[config.mk]
export PLATFORM = sky130hd
export DESIGN_NAME = regfile_wb_arbiter
export DESIGN_NICKNAME = d
export VERILOG_FILES = /design/src/rtl/regfile_pkg.sv /design/src/rtl/rr_arb2.sv /design/src/rtl/regfile_wb_arbiter.sv
export SDC_FILE = /design/constraint.sdc
export NUM_CORES = 1
export LEC_CHECK = 0
export CAP_MARGIN = 0
export CORE_MARGIN = 5
export CORE_UTILIZATION = 45
export DETAILED_ROUTE_END_ITERATION = 12
export PLACE_DENSITY = 0.86
export SLEW_MARGIN = 10
export SYNTH_ARGS = -nofsm -noshare
export SYNTH_HDL_FRONTEND = slang
export SYNTH_SLANG_ARGS = --single-unit
[constraint.sdc]
create_clock -name clk -period 3.8 [get_ports clk]
set_clock_uncertainty 0.05 [all_clocks]
set_input_delay 0.38 -clock clk [delete_from_list [all_inputs] [get_ports clk]]
set_output_delay 0.38 -clock clk [all_outputs]
set_load 0.005 [all_outputs]
[src/rtl/regfile_pkg.sv]
// Shared constants and types for the register-file write-back path.
package regfile_pkg;

  localparam int unsigned AW    = 5;
  localparam int unsigned DW    = 32;
  localparam int unsigned NREGS = 32;

  localparam logic [AW-1:0] REG_ZERO = 5'd0;

  // One write-back request as seen by the arbiter.
  typedef struct packed {
    logic          valid;
    logic [AW-1:0] addr;
    logic [DW-1:0] data;
  } wb_req_t;

endpackage

[src/rtl/rr_arb2.sv]
// Two-way round-robin arbiter with a 1-bit priority pointer.
// The pointer moves to the loser after every grant, even if the loser was idle.
module rr_arb2 (
  input  logic       clk,
  input  logic       rst_n,
  input  logic [1:0] i_req,
  output logic [1:0] o_gnt
);

  logic r_prio;
  logic w_prio_d;

  // Grant decode: a lone requester wins, otherwise prio picks the winner.
  always_comb begin
    o_gnt    = 2'b00;
    w_prio_d = r_prio;
    o_gnt[0] = i_req[0] & (~i_req[1] | ~r_prio);
    o_gnt[1] = i_req[1] & (~i_req[0] |  r_prio);
    if (o_gnt[0]) begin
      w_prio_d = 1'b1;
    end else if (o_gnt[1]) begin
      w_prio_d = 1'b0;
    end
  end

  // Priority pointer register.
  always_ff @(posedge clk or negedge rst_n) begin
    if (!rst_n) begin
      r_prio <= 1'b0;
    end else begin
      r_prio <= w_prio_d;
    end
  end

endmodule

[src/rtl/regfile_wb_arbiter.sv]
// Write-back arbiter for the register file's single write port, plus the
// per-register busy scoreboard used by decode to stall on pending writes.
module regfile_wb_arbiter
  import regfile_pkg::*;
#(
  parameter int unsigned NREQ = 2,
  parameter int unsigned AW   = regfile_pkg::AW,
  parameter int unsigned DW   = regfile_pkg::DW
) (
  input  logic          clk,
  input  logic          rst_n,
  input  logic          wb0_valid,
  input  logic [AW-1:0] wb0_addr,
  input  logic [DW-1:0] wb0_data,
  output logic          wb0_ready,
  input  logic          wb1_valid,
  input  logic [AW-1:0] wb1_addr,
  input  logic [DW-1:0] wb1_data,
  output logic          wb1_ready,
  input  logic          rsv_valid,
  input  logic [AW-1:0] rsv_addr,
  output logic          rf_we,
  output logic [AW-1:0] rf_waddr,
  output logic [DW-1:0] rf_wdata,
  output logic [31:0]   busy
);

  wb_req_t           w_wb0;
  wb_req_t           w_wb1;
  wb_req_t           w_sel;
  logic [NREQ-1:0]   w_req;
  logic [NREQ-1:0]   w_gnt;
  logic [NREGS-1:0]  w_busy_d;

  logic              r_we;
  logic [AW-1:0]     r_waddr;
  logic [DW-1:0]     r_wdata;
  logic [NREGS-1:0]  r_busy;

  // Bundle requests; valids are masked during reset so nobody sees ready.
  always_comb begin
    w_wb0 = '{valid: wb0_valid & rst_n, addr: wb0_addr, data: wb0_data};
    w_wb1 = '{valid: wb1_valid & rst_n, addr: wb1_addr, data: wb1_data};
    w_req = {w_wb1.valid, w_wb0.valid};
  end

  rr_arb2 u_arb (
    .clk   (clk),
    .rst_n (rst_n),
    .i_req (w_req),
    .o_gnt (w_gnt)
  );

  assign wb0_ready = w_gnt[0];
  assign wb1_ready = w_gnt[1];

  // Select the granted request; all-zero (valid=0) when nothing is granted.
  always_comb begin
    w_sel = '0;
    if (w_gnt[1]) begin
      w_sel = w_wb1;
    end else if (w_gnt[0]) begin
      w_sel = w_wb0;
    end
  end

  // Registered write port; $0 writes are handshaken but never enabled.
  always_ff @(posedge clk or negedge rst_n) begin
    if (!rst_n) begin
      r_we    <= 1'b0;
      r_waddr <= '0;
      r_wdata <= '0;
    end else if (w_sel.valid) begin
      r_we    <= (w_sel.addr != REG_ZERO);
      r_waddr <= w_sel.addr;
      r_wdata <= w_sel.data;
    end else begin
      r_we    <= 1'b0;
    end
  end

  // Scoreboard next state: clear on grant, then reserve (reserve wins).
  always_comb begin
    w_busy_d = r_busy;
    if (w_sel.valid) begin
      w_busy_d[w_sel.addr] = 1'b0;
    end
    if (rsv_valid && (rsv_addr != REG_ZERO)) begin
      w_busy_d[rsv_addr] = 1'b1;
    end
    w_busy_d[0] = 1'b0;
  end

  // Scoreboard register.
  always_ff @(posedge clk or negedge rst_n) begin
    if (!rst_n) begin
      r_busy <= '0;
    end else begin
      r_busy <= w_busy_d;
    end
  end

  assign rf_we    = r_we;
  assign rf_waddr = r_waddr;
  assign rf_wdata = r_wdata;
  assign busy     = r_busy;

endmodule

=== Word level (Yosys, flattened, before mapping) ===
Index checks and enable logic that the tools add are counted.
W data, S select, Z words.

* Flip-flop bits (word level): 70
* Output and inout port bits: 72
* Bits of input ports: 84
* Logic and storage cells: 38

* Reduce and logical (&&, ||, !) cells: 6
* $lt $le $gt $ge: 4
* Bitwise logic cells: 12
* Multiplexer cells: 11

{| class="wikitable"
|+ Operators by type and width
! operator !! number
|-
| $mux W38 || 2
|-
| $mux W32 || 2
|-
| $and A32 B32 Y32 || 1
|-
| $not A32 Y32 || 1
|-
| $or A32 B32 Y32 || 1
|-
| $lt A5 B6 Y1 const B || 2
|-
| $demux W1 S5 || 2
|-
| $ge A5 B1 Y1 const B || 2
|-
| $reduce_bool A5 Y1 || 2
|-
| $mux W1 || 5
|-
| $and A1 B1 Y1 || 4
|-
| $logic_and A1 B1 Y1 || 3
|-
| $not A1 Y1 || 3
|-
| $or A1 B1 Y1 || 2
|-
| $reduce_bool A2 Y1 || 1
|}

=== Longest topological paths before layout ===
Gate-level depths: netlist of run 1.

* Word-level depth: 15
* Gate-level depth with buffers: 8
* Depth with buffers taken out: 4

=== Hierarchy ===
A second synthesis of run 1 with hierarchy kept.

* Cells, all modules: 340
* Area total of the unflattened synthesis: 3382.0 um2

{| class="wikitable"
|+ Modules (own cells, without submodules)
! module !! area an instance (um2) !! cells an instance !! times used !! sequential area each (um2)
|-
| regfile_wb_arbiter || 3320.7 || 333 || 1 || 1726.7
|-
| rr_arb2 || 61.3 || 7 || 1 || 25.0
|}

=== Worst setup path after synthesis of run 1 ===
Ideal clock, no wire load.

* Path kind: in2out
* Start: input wb1_valid
* End: output wb0_ready
* Setup slack: 2.115 ns
* Stages on the path: 6
* Arrival: 1.255 ns
* Path buffers: 4
* Required time: 3.370 ns
* Path through: buf_6 a21boi_2 buf_6 and2_1 buf_2 buf_2

* Cells in the longest elaborated chain, start to end: 4

{| class="wikitable"
|+ RTL lines
! what !! RTL line !! text
|-
| start: declaration || regfile_wb_arbiter.sv:16 || <nowiki>input logic wb1_valid,</nowiki>
|-
| $and A1 B1 Y1 || regfile_wb_arbiter.sv:43 || <nowiki>w_wb1 = '{valid: wb1_valid & rst_n, addr: wb1_addr, data: wb1_data};</nowiki>
|-
| $not A1 Y1 || rr_arb2.sv:17 || <nowiki>o_gnt[0] = i_req[0] & (~i_req[1] | ~r_prio);</nowiki>
|-
| $or A1 B1 Y1 || rr_arb2.sv:17 ||
|-
| $and A1 B1 Y1 || rr_arb2.sv:17 ||
|-
| end: declaration || regfile_wb_arbiter.sv:15 || <nowiki>output logic wb0_ready,</nowiki>
|}

No other way between the ends.

=== Worst setup path after layout of run 1 ===
* Start: input rst_n
* End: output wb1_ready

* Cells in the longest elaborated chain, start to end: 4
* Elaborated cells on any way between the ends: 5
* Classes of those cells: bitwise: 5

{| class="wikitable"
|+ RTL lines
! what !! RTL line !! text
|-
| start: declaration || regfile_wb_arbiter.sv:11 || <nowiki>input logic rst_n,</nowiki>
|-
| $and A1 B1 Y1 || regfile_wb_arbiter.sv:42 || <nowiki>w_wb0 = '{valid: wb0_valid & rst_n, addr: wb0_addr, data: wb0_data};</nowiki>
|-
| $not A1 Y1 || rr_arb2.sv:18 || <nowiki>o_gnt[1] = i_req[1] & (~i_req[0] | r_prio);</nowiki>
|-
| $or A1 B1 Y1 || rr_arb2.sv:18 ||
|-
| $and A1 B1 Y1 (*) || rr_arb2.sv:18 ||
|-
| end: declaration || regfile_wb_arbiter.sv:19 || <nowiki>output logic wb1_ready,</nowiki>
|}

Every way passes the cells marked *; elsewhere a longest branch is shown, timed or not.

==> run_results.csv, run 1 <==
group,metric,value,unit
place,port_buffers,154,
setup_path,cp_max_fo,43,
setup_path,worstSetupEndpointType,"primary output",
layout,final_common_cell,"clkdlybuf4s50_1",
floorplan,die_w,97.6,µm
timing,fin_tns_setup,0,ns
layout,fillerInstances,578,
power_and_ir_drop,peakVddDrop,197,µV
floorplan,start_util,45.4,%
clock_tree,cts.sink_count,70,
power_and_ir_drop,p_leak,2.16,nW
timing,whs,0.431,ns
outcome,run_status,"complete, no violations",
logic_synthesis,syn_nets,393,
clock_tree,htreeDepth,3,
place,gp_congestion,0.875,
clock_tree,path_clk_slew,0.07,ns
setup_path,cp_cell_sequence,"dlygate4sd3_1, buf_4, and2_4, and2_1, clkdlybuf4s50_1",
clock_tree,cts.path.max_buffers,2,
setup_path,worstPathArrival,2.42,ns
clock_tree,cts_root_buf,"clkbuf_8",
setup_path,rr_worst_depth,4,
setup_path,crit_family,"buffers and inverters",
global_route,antenna_found_initial,0,
global_route,grt_max_degree,44,
layout,drive_gt1_share,7.42,%
job,cap_violations,0,
global_route,grt_pass1_vias,3385,
layout,multiInputGateArea,1380,µm²
layout,final_cell_mix,"clkdlybuf4s50_1 (153), dfrtp_1 (70), inv_1 (35)",
floorplan,core_area,7610,µm²
setup_path,crit_slowest_cell,"dlygate4sd3_1",
timing,relSlewSlack,23.5,%
timing,fin_crit_sh,74.9,%
timing,period_minus_slack,2.85,ns
timing,rsz0062_at_grt,"false",
place,place_area,4960,µm²
detailed_routing,drc,0,
layout,fin_util,67.7,%
floorplan,dieArea,9520,µm²
detailed_routing,vias,3387,
detailed_routing,vias_per_cell,6.05,
global_route,gr-total-overflow,0,
power_and_ir_drop,cellInternalPower,0.00133,W
power_and_ir_drop,p_seq_share,45.5,%
setup_path,required,3.37,ns
global_route,grt_usage,24.1,%
setup_path,path_buf_inv,3,
layout,area_delta_synth_final,49.3,%
detailed_routing,dr.pass1.iters,5,
layout,regArea,1750,µm²
clock_tree,clk_latency,0.34,ns
timing,setup_viol,0,
layout,final_nets,537,
logic_synthesis,synthArstFlopShare,100,%
worst_hold_path,holdPathStages,2,
power_and_ir_drop,switching_share,28.5,%
detailed_routing,totalWireLength,11700,µm
power_and_ir_drop,switchingPower,0.000530,W
worst_hold_path,hold_path.class,"reg2reg",
timing,fmax,0.351,GHz
setup_path,rrSetupSlack,1.55,ns
power_and_ir_drop,powerDensity,361,nW/µm²
power_and_ir_drop,power,0.00186,W
logic_synthesis,ys_seq_elements,70,
logic_synthesis,ys.flop_type,"dfrtp_1",
layout,antennaDiodeCount,0,
logic_synthesis,syn_inst,309,
logic_synthesis,synth.distinct_cells,44,
logic_synthesis,synth_seq_area_share,50.7,%
logic_synthesis,synth_edf_count,0,
timing,tightest_slew,1.15,ns
detailed_routing,ant_nets,0,
setup_path,crit_type,"in2out",
setup_path,cp_num_cells,5,
setup_path,startpoint_type,"input pin",
timing,finalHoldViolations,0,
floorplan,die_y,97.6,µm
clock_tree,cts_tree,"done",
timing,finalMaxSlewViolations,0,
logic_synthesis,synth_area,3450,µm²
layout,design_area,5150,µm²
detailed_routing,drtIter0Drc,394,
floorplan,ioPinCount,156,
clock_tree,cts_setup_buffers,0,
power_and_ir_drop,p_comb_share,24.9,%
place,dp.final_hpwl,8410,µm
clock_tree,cts_buffers,9,
logic_synthesis,synth_warnings,0,
logic_synthesis,avgSynthCellArea,11.2,µm²
clock_tree,cts_resized,0,
global_route,grt_pass1_wl,18500,µm
floorplan,rows,32,
setup_path,slowest_delay,0.55,ns
power_and_ir_drop,p_clk_share,29.6,%
detailed_routing,avgRoutedWirePerCell,20.8,µm
==> synth_stat cells (all sizes together), types with 3 or more instances <==
cell type,number,share of area [%]
a222oi,32,9.3
nand3b,4,0.87
a211o,3,0.76
nand3,20,2.9
o211ai,16,3.5
nor2,8,0.87
buf,20,4.8
nand2,12,1.3
a32o,3,0.91
a221o,9,2.6
a32oi,3,1.3
inv,35,3.8
dfrtp,70,51
o21ai,7,1.0
and2,3,0.62
and3,13,2.4
o41ai,16,4.1
nand4,6,2.1
a31oi,3,0.54
clkbuf,6,0.76
nand4b,4,1.4
==> worst min-delay path: stages (launching register included) <==
cell and delay, ns:
dfrtp_1 0.34, nand2_1 0.05, nand2_1 0.06
==> cell families after synthesis <==
family,Yosys count,synth area share [%]
AND/OR/NAND/NOR,80,14.6
flip-flops,70,50.7
other,1,0.109
buffers and inverters,62,9.50
AO/OA/AOI/OAI,96,25.0
==> per-stage QoR <==
step	worst slack, ns	std cells
floorplan	2.11	309
global placement	0.957	543
detailed placement	0.811	543
CTS	0.914	560
global route	0.826	560
finish	0.954	560
==> state kept, by name (all words and copies together) (netlist names) <==
register      cells
rf_waddr          5
rf_wdata         32
busy             31
rf_we             1
u_arb.r_prio      1
==> final timing paths <==
kind,from,endpoint
hold reg to reg,rf_waddr[0]$_DFFE_PN0P_,rf_waddr[0]$_DFFE_PN0P_
setup reg to reg,u_arb.r_prio$_DFFE_PN0P_,busy[18]$_DFF_PN0_
hold / removal,rf_waddr[0]$_DFFE_PN0P_,rf_waddr[0]$_DFFE_PN0P_
max in group asynchronous,rst_n,busy[9]$_DFF_PN0_
min in group asynchronous,rst_n,rf_wdata[4]$_DFFE_PN0P_
setup / recovery,rst_n,wb1_ready
==> power groups by stage <==
stage	clock, W	sequential [W]	combinational (W)
after floorplan	0	0.000866	0.000182
after global placement	0	0.000857	0.000451
after detailed placement	0	0.000862	0.000463
after CTS	0.000562	0.000848	0.000465
after global routing	0.000595	0.000856	0.000498
final	0.000551	0.000848	0.000463
==> per-layer routing <==
layer	vias to the layer above	track usage [%]	share of wire, %
met2	207	39.2	49
met1	1657	31.6	41
met5	-	0	0
li1	1507	-	-
met3	16	6.82	9.1
met4	0	6.50	1.3
==> final cells by class <==
cell class,count,area share [%]
clock buffer,10,2.67
clock inverter,6,0.874
inverter,36,2.62
multi-input combinational,177,26.7
sequential,70,34.0
tap,102,2.48
timing repair buffer,159,30.6
==> timing repair <==
item	CTS	global route
hold endpoints to repair	28	0
endpoints found under the setup margin	0	0
hold buffers	1	0
(Power assumes the default switching activity.)
==> run 2: changes to the inputs <==
--- a/config.mk
+++ b/config.mk
@@ -7,9 +7,9 @@
 export LEC_CHECK = 0
 export CAP_MARGIN = 0
 export CORE_MARGIN = 5
-export CORE_UTILIZATION = 45
+export CORE_UTILIZATION = 38
 export DETAILED_ROUTE_END_ITERATION = 12
-export PLACE_DENSITY = 0.86
+export PLACE_DENSITY = 0.77
 export SLEW_MARGIN = 10
 export SYNTH_ARGS = -nofsm -noshare
 export SYNTH_HDL_FRONTEND = slang
==> constraint.sdc (replaced) <==
create_clock -name clk -period 2.3 [get_ports clk]
set_clock_uncertainty 0.05 [all_clocks]
set_input_delay 0.23 -clock clk [delete_from_list [all_inputs] [get_ports clk]]
set_output_delay 0.23 -clock clk [all_outputs]
set_load 0.005 [all_outputs]
==> run_results.csv, run 2 (same netlist as run 1, synthesis figures left out) <==
group,metric,value,unit
worst_hold_path,hold_path.class,"in2async",
layout,area_delta_synth_final,55.5,%
detailed_routing,avgRoutedWirePerCell,21.0,µm
place,dp.final_hpwl,9200,µm
power_and_ir_drop,peakVddDrop,369,µV
global_route,grt_pass1_wl,19100,µm
setup_path,startpoint_type,"input pin",
timing,tightest_slew,0.556,ns
floorplan,dieArea,11100,µm²
timing,rsz0062_at_grt,"false",
place,gp_congestion,0.879,
timing,finalWorstSetupSlack,0.0548,ns
clock_tree,cts.path.max_buffers,2,
layout,largest_reg_flops,32,
layout,final_common_cell,"clkdlybuf4s50_1",
floorplan,rows,34,
global_route,grt_usage,21.5,%
detailed_routing,vias,3482,
layout,drive_gt1_share,10.7,%
layout,final_cell_mix,"clkdlybuf4s50_1 (153), dfrtp_1 (70), inv_1 (35)",
clock_tree,clk_latency,0.33,ns
floorplan,die_y,105,µm
setup_path,required,2.02,ns
clock_tree,cts_setup_buffers,0,
global_route,gr-total-overflow,0,
layout,final_nets,554,
timing,fin_tns_setup,0,ns
global_route,antenna_found_initial,0,
detailed_routing,vias_per_cell,5.97,
power_and_ir_drop,p_leak,2.27,nW
detailed_routing,ant_nets,0,
clock_tree,path_clk_slew,0.07,ns
timing,period_minus_slack,2.25,ns
layout,fillerInstances,727,
clock_tree,cts.sink_count,70,
clock_tree,htreeDepth,3,
floorplan,die_w,105,µm
outcome,run_status,"complete, no violations",
timing,fmax,0.445,GHz
global_route,grt_pass1_vias,3543,
floorplan,ioPinCount,156,
detailed_routing,drc,0,
detailed_routing,drtIter0Drc,289,
timing,finalMaxSlewViolations,0,
power_and_ir_drop,powerDensity,632,nW/µm²
job,cap_violations,0,
setup_path,crit_type,"in2out",
setup_path,worstSetupEndpointType,"primary output",
clock_tree,cts_root_buf,"clkbuf_8",
place,post-place-ws,0.0283,ns
global_route,grt_max_degree,44,
clock_tree,cts_buffers,9,
detailed_routing,dr.pass1.iters,7,
clock_tree,cts_tree,"done",
floorplan,start_util,39.2,%
timing,setup_viol,0,
timing,fin_crit_sh,97.6,%
layout,antennaDiodeCount,0,
setup_path,cp_max_fo,10,
floorplan,core_area,8810,µm²
timing,finalHoldViolations,0,
detailed_routing,totalWireLength,12300,µm
place,port_buffers,154,
setup_path,worstPathArrival,1.97,ns
timing,relSlewSlack,62.9,%
-- run 2: cell types whose count changed in the layout (fill, tap and decap cells not counted), moves of 2 or more --
cell | previous run | this run
bufinv_16 | 0 | 2
buf_4 | 5 | 21
clkinv_4 | 3 | 0
clkinv_2 | 2 | 0
clkbuf_8 | 10 | 12
-- run 2: critical path: stages --
cell and delay (ns):
dlygate4sd3_1 0.56, buf_4 0.21, and2_4 0.19, and2_1 0.19, clkdlybuf4s50_1 0.57
-- run 2: final cells by class --
cell class	count	area, µm²	share of cell area (%)
Clock buffer	12	165	3.08
Clock inverter	4	76.3	1.42
Inverter	36	135	2.52
Multi-Input combinational cell	177	1380	25.8
Sequential cell	70	1750	32.6
Tap cell	108	135	2.52
Timing Repair Buffer	176	1720	32.0
-- run 2: final timing paths --
check / start / end / slack, ns / cells past startpoint
setup reg to reg: u_arb.r_prio$_DFFE_PN0P_ / busy[10]$_DFF_PN0_ / 0.38 / 5
setup / recovery: rst_n / wb1_ready / 0.05 / 5
min in group clk: wb0_data[22] / rf_wdata[22]$_DFFE_PN0P_ / 0.43 / 3
max in group asynchronous: rst_n / busy[29]$_DFF_PN0_ / 1.17 / 3
hold / removal: rst_n / u_arb.r_prio$_DFFE_PN0P_ / 0.26 / 2
hold reg to reg: rf_waddr[0]$_DFFE_PN0P_ / rf_waddr[0]$_DFFE_PN0P_ / 0.44 / 2
-- run 2: routing by layer --
| metal | global-route usage (%) | wire length [µm] | vias up |
|---|---|---|---|
| li1 | - | - | 1544 |
| met1 | 27.4 | 5030 | 1706 |
| met2 | 35.7 | 5900 | 213 |
| met3 | 5.50 | 1140 | 19 |
| met4 | 6.75 | 187 | 0 |
| met5 | 0 | 0 | - |
-- run 2: stage by stage --
step | hold slack (ns) | total power (W) | std cells | cell area, µm² | util (%)
after detailed placement | 0.0240 | 0.00223 | 566 | 5110 | 58.0
after CTS | 0.241 | 0.00342 | 583 | 5360 | 60.9
final | 0.264 | 0.00339 | 583 | 5370 | 60.9
after floorplan | -0.116 | 0.00173 | 309 | 3450 | -
after global placement | 0.0158 | 0.00220 | 566 | 5110 | 58.0
after global routing | 0.256 | 0.00354 | 583 | 5370 | 60.9
-- run 2: report_power, final --
| group | internal, W | total, W | switching, W |
|---|---|---|---|
| clock | 0.000704 | 0.00119 | 0.000483 |
| sequential | 0.00134 | 0.00140 | 0.0000642 |
| combinational | 0.000461 | 0.000803 | 0.000342 |
-- run 2: repair_timing --
| action | 4_1_cts | 5_1_grt |
|---|---|---|
| gates resized for setup | 0 | 1 |
| endpoints found under the setup margin | 0 | 1 |
| endpoints found under the hold margin | 1 | 0 |
| hold buffers | 1 | 0 |
==> run 3: changes to the inputs <==
--- a/config.mk
+++ b/config.mk
@@ -5,7 +5,6 @@
 export SDC_FILE = /design/constraint.sdc
 export NUM_CORES = 1
 export LEC_CHECK = 0
-export CAP_MARGIN = 0
 export CORE_MARGIN = 5
 export CORE_UTILIZATION = 38
 export DETAILED_ROUTE_END_ITERATION = 12
==> results of run 3 <==
No change in the layout: final DEF, timing and power equal those of run 2.
==> RTL change 1 (config.mk and constraints of run 3) <==
`REG_ZERO`: 5'd0 -> 5'd1.
--- a/src/rtl/regfile_pkg.sv
+++ b/src/rtl/regfile_pkg.sv
@@ -5,7 +5,7 @@
   localparam int unsigned DW    = 32;
   localparam int unsigned NREGS = 32;
 
-  localparam logic [AW-1:0] REG_ZERO = 5'd0;
+  localparam logic [AW-1:0] REG_ZERO = 5'd1;
 
   // One write-back request as seen by the arbiter.
   typedef struct packed {
Behaviour: not the same (a bounded check fails within 4 cycles, from zero or initial values and one cycle with rst_n low).
==> RTL change 1 against run 3 <==
Hold slack better by 15 ps. Wire length is 14% lower. Worst setup slack better by 160 ps. Area after synthesis down 13%. Combinational power rose by 39%. Final area is 10% lower. Total power is 6.1% higher. Die area down 11%. Sequential cell count unchanged.
==> RTL change 1: results (changes against run 3) <==
nonClkBufAreaFrac_pct: 33.9  # +1.9 points
netlist_instances: 271  # -12%
buffers: 165  # -6.3%
reg2regPathDepth: 6  # +1
placed_area_um2: 4650  # -8.9%
fillCellCount: 645  # -11%
synth.avg_cell_area_um2: 11.1  # -0.40%
nets: 513  # -7.4%
grt_pass1_wl_um: 16100  # -16%
grtUsageTotal_pct: 20.8  # -0.63 points
via_per_inst: 5.57  # -6.7%
drive_gt1_share_pct: 7.66  # -3.1 points
wirelength_um: 10500  # -14%
crit_arrival_ps: 1800  # -170 ps
r2r-end: "busy[11]"
p_comb_w: 0.00112  # +39%
vdd_drop_max_mv: 0.540  # +46%
cp-endpoint: "wb0_ready"
grt_pass1_vias: 3054  # -14%
cp_max_fo: 7  # -3
slowest_delay_ps: 510  # -60 ps
holdWs_ps: 279  # +14.7 ps
nNonClkInverters: 33  # -8.3%
vias: 2969  # -15%
synth-seq-area-share_pct: 58.1  # +7.3 points
synth.net_count: 355  # -9.7%
multi_input_area_share_pct: 21.2  # -4.6 points
utilization_pct: 62.5  # +1.5 points
clock_buffers: 11  # -1
gp_congestion: 0.910  # +3.5%
status: "complete, no violations"
fin_crit_ps: 2080  # -161 ps
RTL change 1: cell types whose count changed in the layout (fill, tap and decap cells not counted), moves of 5 or more:
cell	delta
o21ai_1	+14
o21ai_0	+42
nor2_1	-5
a221o_1	-9
nand3_1	-13
buf_4	-11
o41ai_1	-16
o211ai_1	-16
nand2_1	-6
and3_1	-12
RTL change 1: metal layers:
layer / GRT usage (%) / share of wire [%] / vias to the layer above / wire, µm
li1: - / - / 1343 / -
met2: 33.3 / 47 / 191 / 4890
met5: 0 / 0 / - / 0
met3: 6.94 / 11 / 31 / 1100
met1: 26.1 / 40 / 1404 / 4230
met4: 8.09 / 2.6 / 0 / 269
RTL change 1: cell families after synthesis:
| logic type | count (synthesis) | share of synthesized area [%] |
|---|---|---|
| compound gates | 110 | 26.1 |
| buf+inv | 51 | 8.05 |
| flops | 70 | 58.1 |
| other cells | 1 | 0.124 |
| simple gates | 39 | 7.68 |
==> RTL change 2 (settings of run 3) <==
Without the edit above. Reset style: synchronous (`rst_n`), changed in 3 clocked blocks.
--- a/src/rtl/rr_arb2.sv
+++ b/src/rtl/rr_arb2.sv
@@ -24,7 +24,7 @@
   end
 
   // Priority pointer register.
-  always_ff @(posedge clk or negedge rst_n) begin
+  always_ff @(posedge clk) begin
     if (!rst_n) begin
       r_prio <= 1'b0;
     end else begin
--- a/src/rtl/regfile_wb_arbiter.sv
+++ b/src/rtl/regfile_wb_arbiter.sv
@@ -65,7 +65,7 @@
   end
 
   // Registered write port; $0 writes are handshaken but never enabled.
-  always_ff @(posedge clk or negedge rst_n) begin
+  always_ff @(posedge clk) begin
     if (!rst_n) begin
       r_we    <= 1'b0;
       r_waddr <= '0;
@@ -92,7 +92,7 @@
   end
 
   // Scoreboard register.
-  always_ff @(posedge clk or negedge rst_n) begin
+  always_ff @(posedge clk) begin
     if (!rst_n) begin
       r_busy <= '0;
     end else begin
Behaviour: differs if rst_n is asserted again (counterexample within 4 cycles, from zero or initial values and one cycle with rst_n low); with rst_n held inactive, the same outputs for 10 cycles.
==> RTL change 2 against run 3 <==
Synthesized cell count increased by 8.4%. Critical path depth is the same. Area after synthesis shrank 8.1%. Final area shrank 5.7%. Wire length decreased by 7.9%. Sequential cell count is the same. Total power decreased by 11%. Global-route usage increased by 0.077 points. Via count shrank 2.9%. Register-to-register slack gained 110 ps. Worst setup slack better by 92 ps. Core utilization up 0.97 points. Critical endpoint is now wb0_ready. Count of clock-buffer cells in the layout is 3 lower.
==> RTL change 2: results (changes against run 3) <==
status: "complete, no violations"
synth-seq-area-share_pct: 44.2  # -6.6 points
placed_area_um2: 4830  # -5.4%
grt_pass1_wl_um: 17400  # -8.7%
r2r-end: "busy[6]"
via_per_inst: 5.65  # -5.5%
dp_hpwl_um: 8430  # -8.3%
reg2regPathDepth: 5  # unchanged
gp_congestion: 0.842  # -4.3%
nets: 573  # +3.4%
wl_per_cell_um: 18.8  # -10%
min_path_type: "input pin to register"
grt_pass1_vias: 3352  # -5.4%
grt_max_degree: 33  # -25%
fillCellCount: 693  # -4.7%
yosys-top-cells-area: "dfxtp_1 44%, a222oi_1 10%, nor2b_1 6.3%"
placedCellCount: 583  # +3.0%
p_switching_w: 0.000780  # -12%
drive_gt1_share_pct: 11.7  # +1.0 points
leakagePower_nw: 1.77  # -22%
drt-initial-drc-count: 223  # -23%
async_reset_ff_share_pct: 0  # -100 points
cp-endpoint: "wb0_ready"
grtUsageTotal_pct: 21.5  # +0.077 points
portBuffers: 154  # unchanged
synthToLayoutAreaGrowth_pct: 59.5
vdd_drop_max_mv: 0.256  # -31%
cp-startpoint: "wb0_valid"
final_cells: 599  # +2.7%
synth.avg_cell_area_um2: 9.47  # -15%
holdWs_ps: 257  # -6.57 ps
synth_cell_types: 42  # -4.5%
r2r-start: "u_arb.r_prio"
synth.net_count: 419  # +6.6%
rrSetupSlack_ps: 490  # +110 ps
tightest_slew_ps: 567  # +10.8 ps
path_clk_slew_ps: 80
cp_max_fo: 9  # -1
crit_arrival_ps: 1870  # -100 ps
synthTopCellsByCount: "70 x dfxtp_1, 40 x nor2_1, 32 x a222oi_1, 32 x nor2b_1, 32 x o21ai_0"
==> RTL change 2: cell count changes after synthesis, moves of 18 or more <==
cell,before,now
a21oi_1,0,18
dfrtp_1,70,0
dfxtp_1,0,70
inv_1,35,1
nand3_1,20,1
nor2_1,8,40
nor2b_1,2,32
o21ai_0,7,32
==> RTL change 2: critical path, cell delays in order <==
cell,delay (ps)
clkdlybuf4s50_1,540
a21boi_4,380
nand2_1,130
inv_2,80
clkdlybuf4s50_1,520
==> RTL change 2: cell type report <==
| type | instances | share of cell area (%) |
|---|---|---|
| Clock buffer | 9 | 2.45 |
| Clock inverter | 7 | 2.05 |
| Inverter | 2 | 0.148 |
| Multi-Input combinational cell | 236 | 32.3 |
| Sequential cell | 70 | 27.7 |
| Tap cell | 105 | 2.60 |
| Timing Repair Buffer | 170 | 32.7 |
==> RTL change 2: stage by stage <==
stage / setup WS [ps] / total power, W
CTS: 154 / 0.00304
finish: 147 / 0.00301
detailed placement: 109 / 0.00192
global placement: 171 / 0.00191
floorplan: 662 / 0.00157
global route: 72.0 / 0.00316
==> RTL change 2: worst min-delay path by stage <==
stage	to	from	cells after the start
6_report	busy[15]	rst_n	3
5_1_grt	busy[25]	rst_n	3
4_1_cts	busy[25]	rst_n	3
2_1_floorplan	u_arb.r_prio	wb0_valid	2
3_5_place_dp	rf_waddr[3]	rf_waddr[3]	2
3_3_place_gp	rf_waddr[1]	rf_waddr[1]	2
==> RTL change 2: power by group through the flow <==
stage | Combinational [W] | Clock, W | Sequential [W]
after CTS | 0.000600 | 0.00114 | 0.00129
after detailed placement | 0.000598 | 0 | 0.00132
after floorplan | 0.000249 | 0 | 0.00132
after global placement | 0.000588 | 0 | 0.00132
after global routing | 0.000642 | 0.00122 | 0.00130
final | 0.000598 | 0.00112 | 0.00129
==> RTL change 2: cell families (layout without fill, tap and decap cells) <==
kind of cell	count (synthesis)	count (layout)	synth area share (%)
and+or+nand+nor	122	122	23.2
DFF	70	70	44.2
other	1	1	0.118
buffers and inverters	29	188	4.26
AOI/OAI and AO/OA	113	113	28.2
==> RTL change 2: routing by layer <==
| layer | GRT usage, % | share of wire, % | up-vias |
|---|---|---|---|
| met5 | 0 | 0 | - |
| li1 | - | - | 1601 |
| met4 | 7.16 | 1.4 | 0 |
| met2 | 33.4 | 45 | 178 |
| met1 | 27.9 | 43 | 1587 |
| met3 | 7.78 | 10 | 16 |
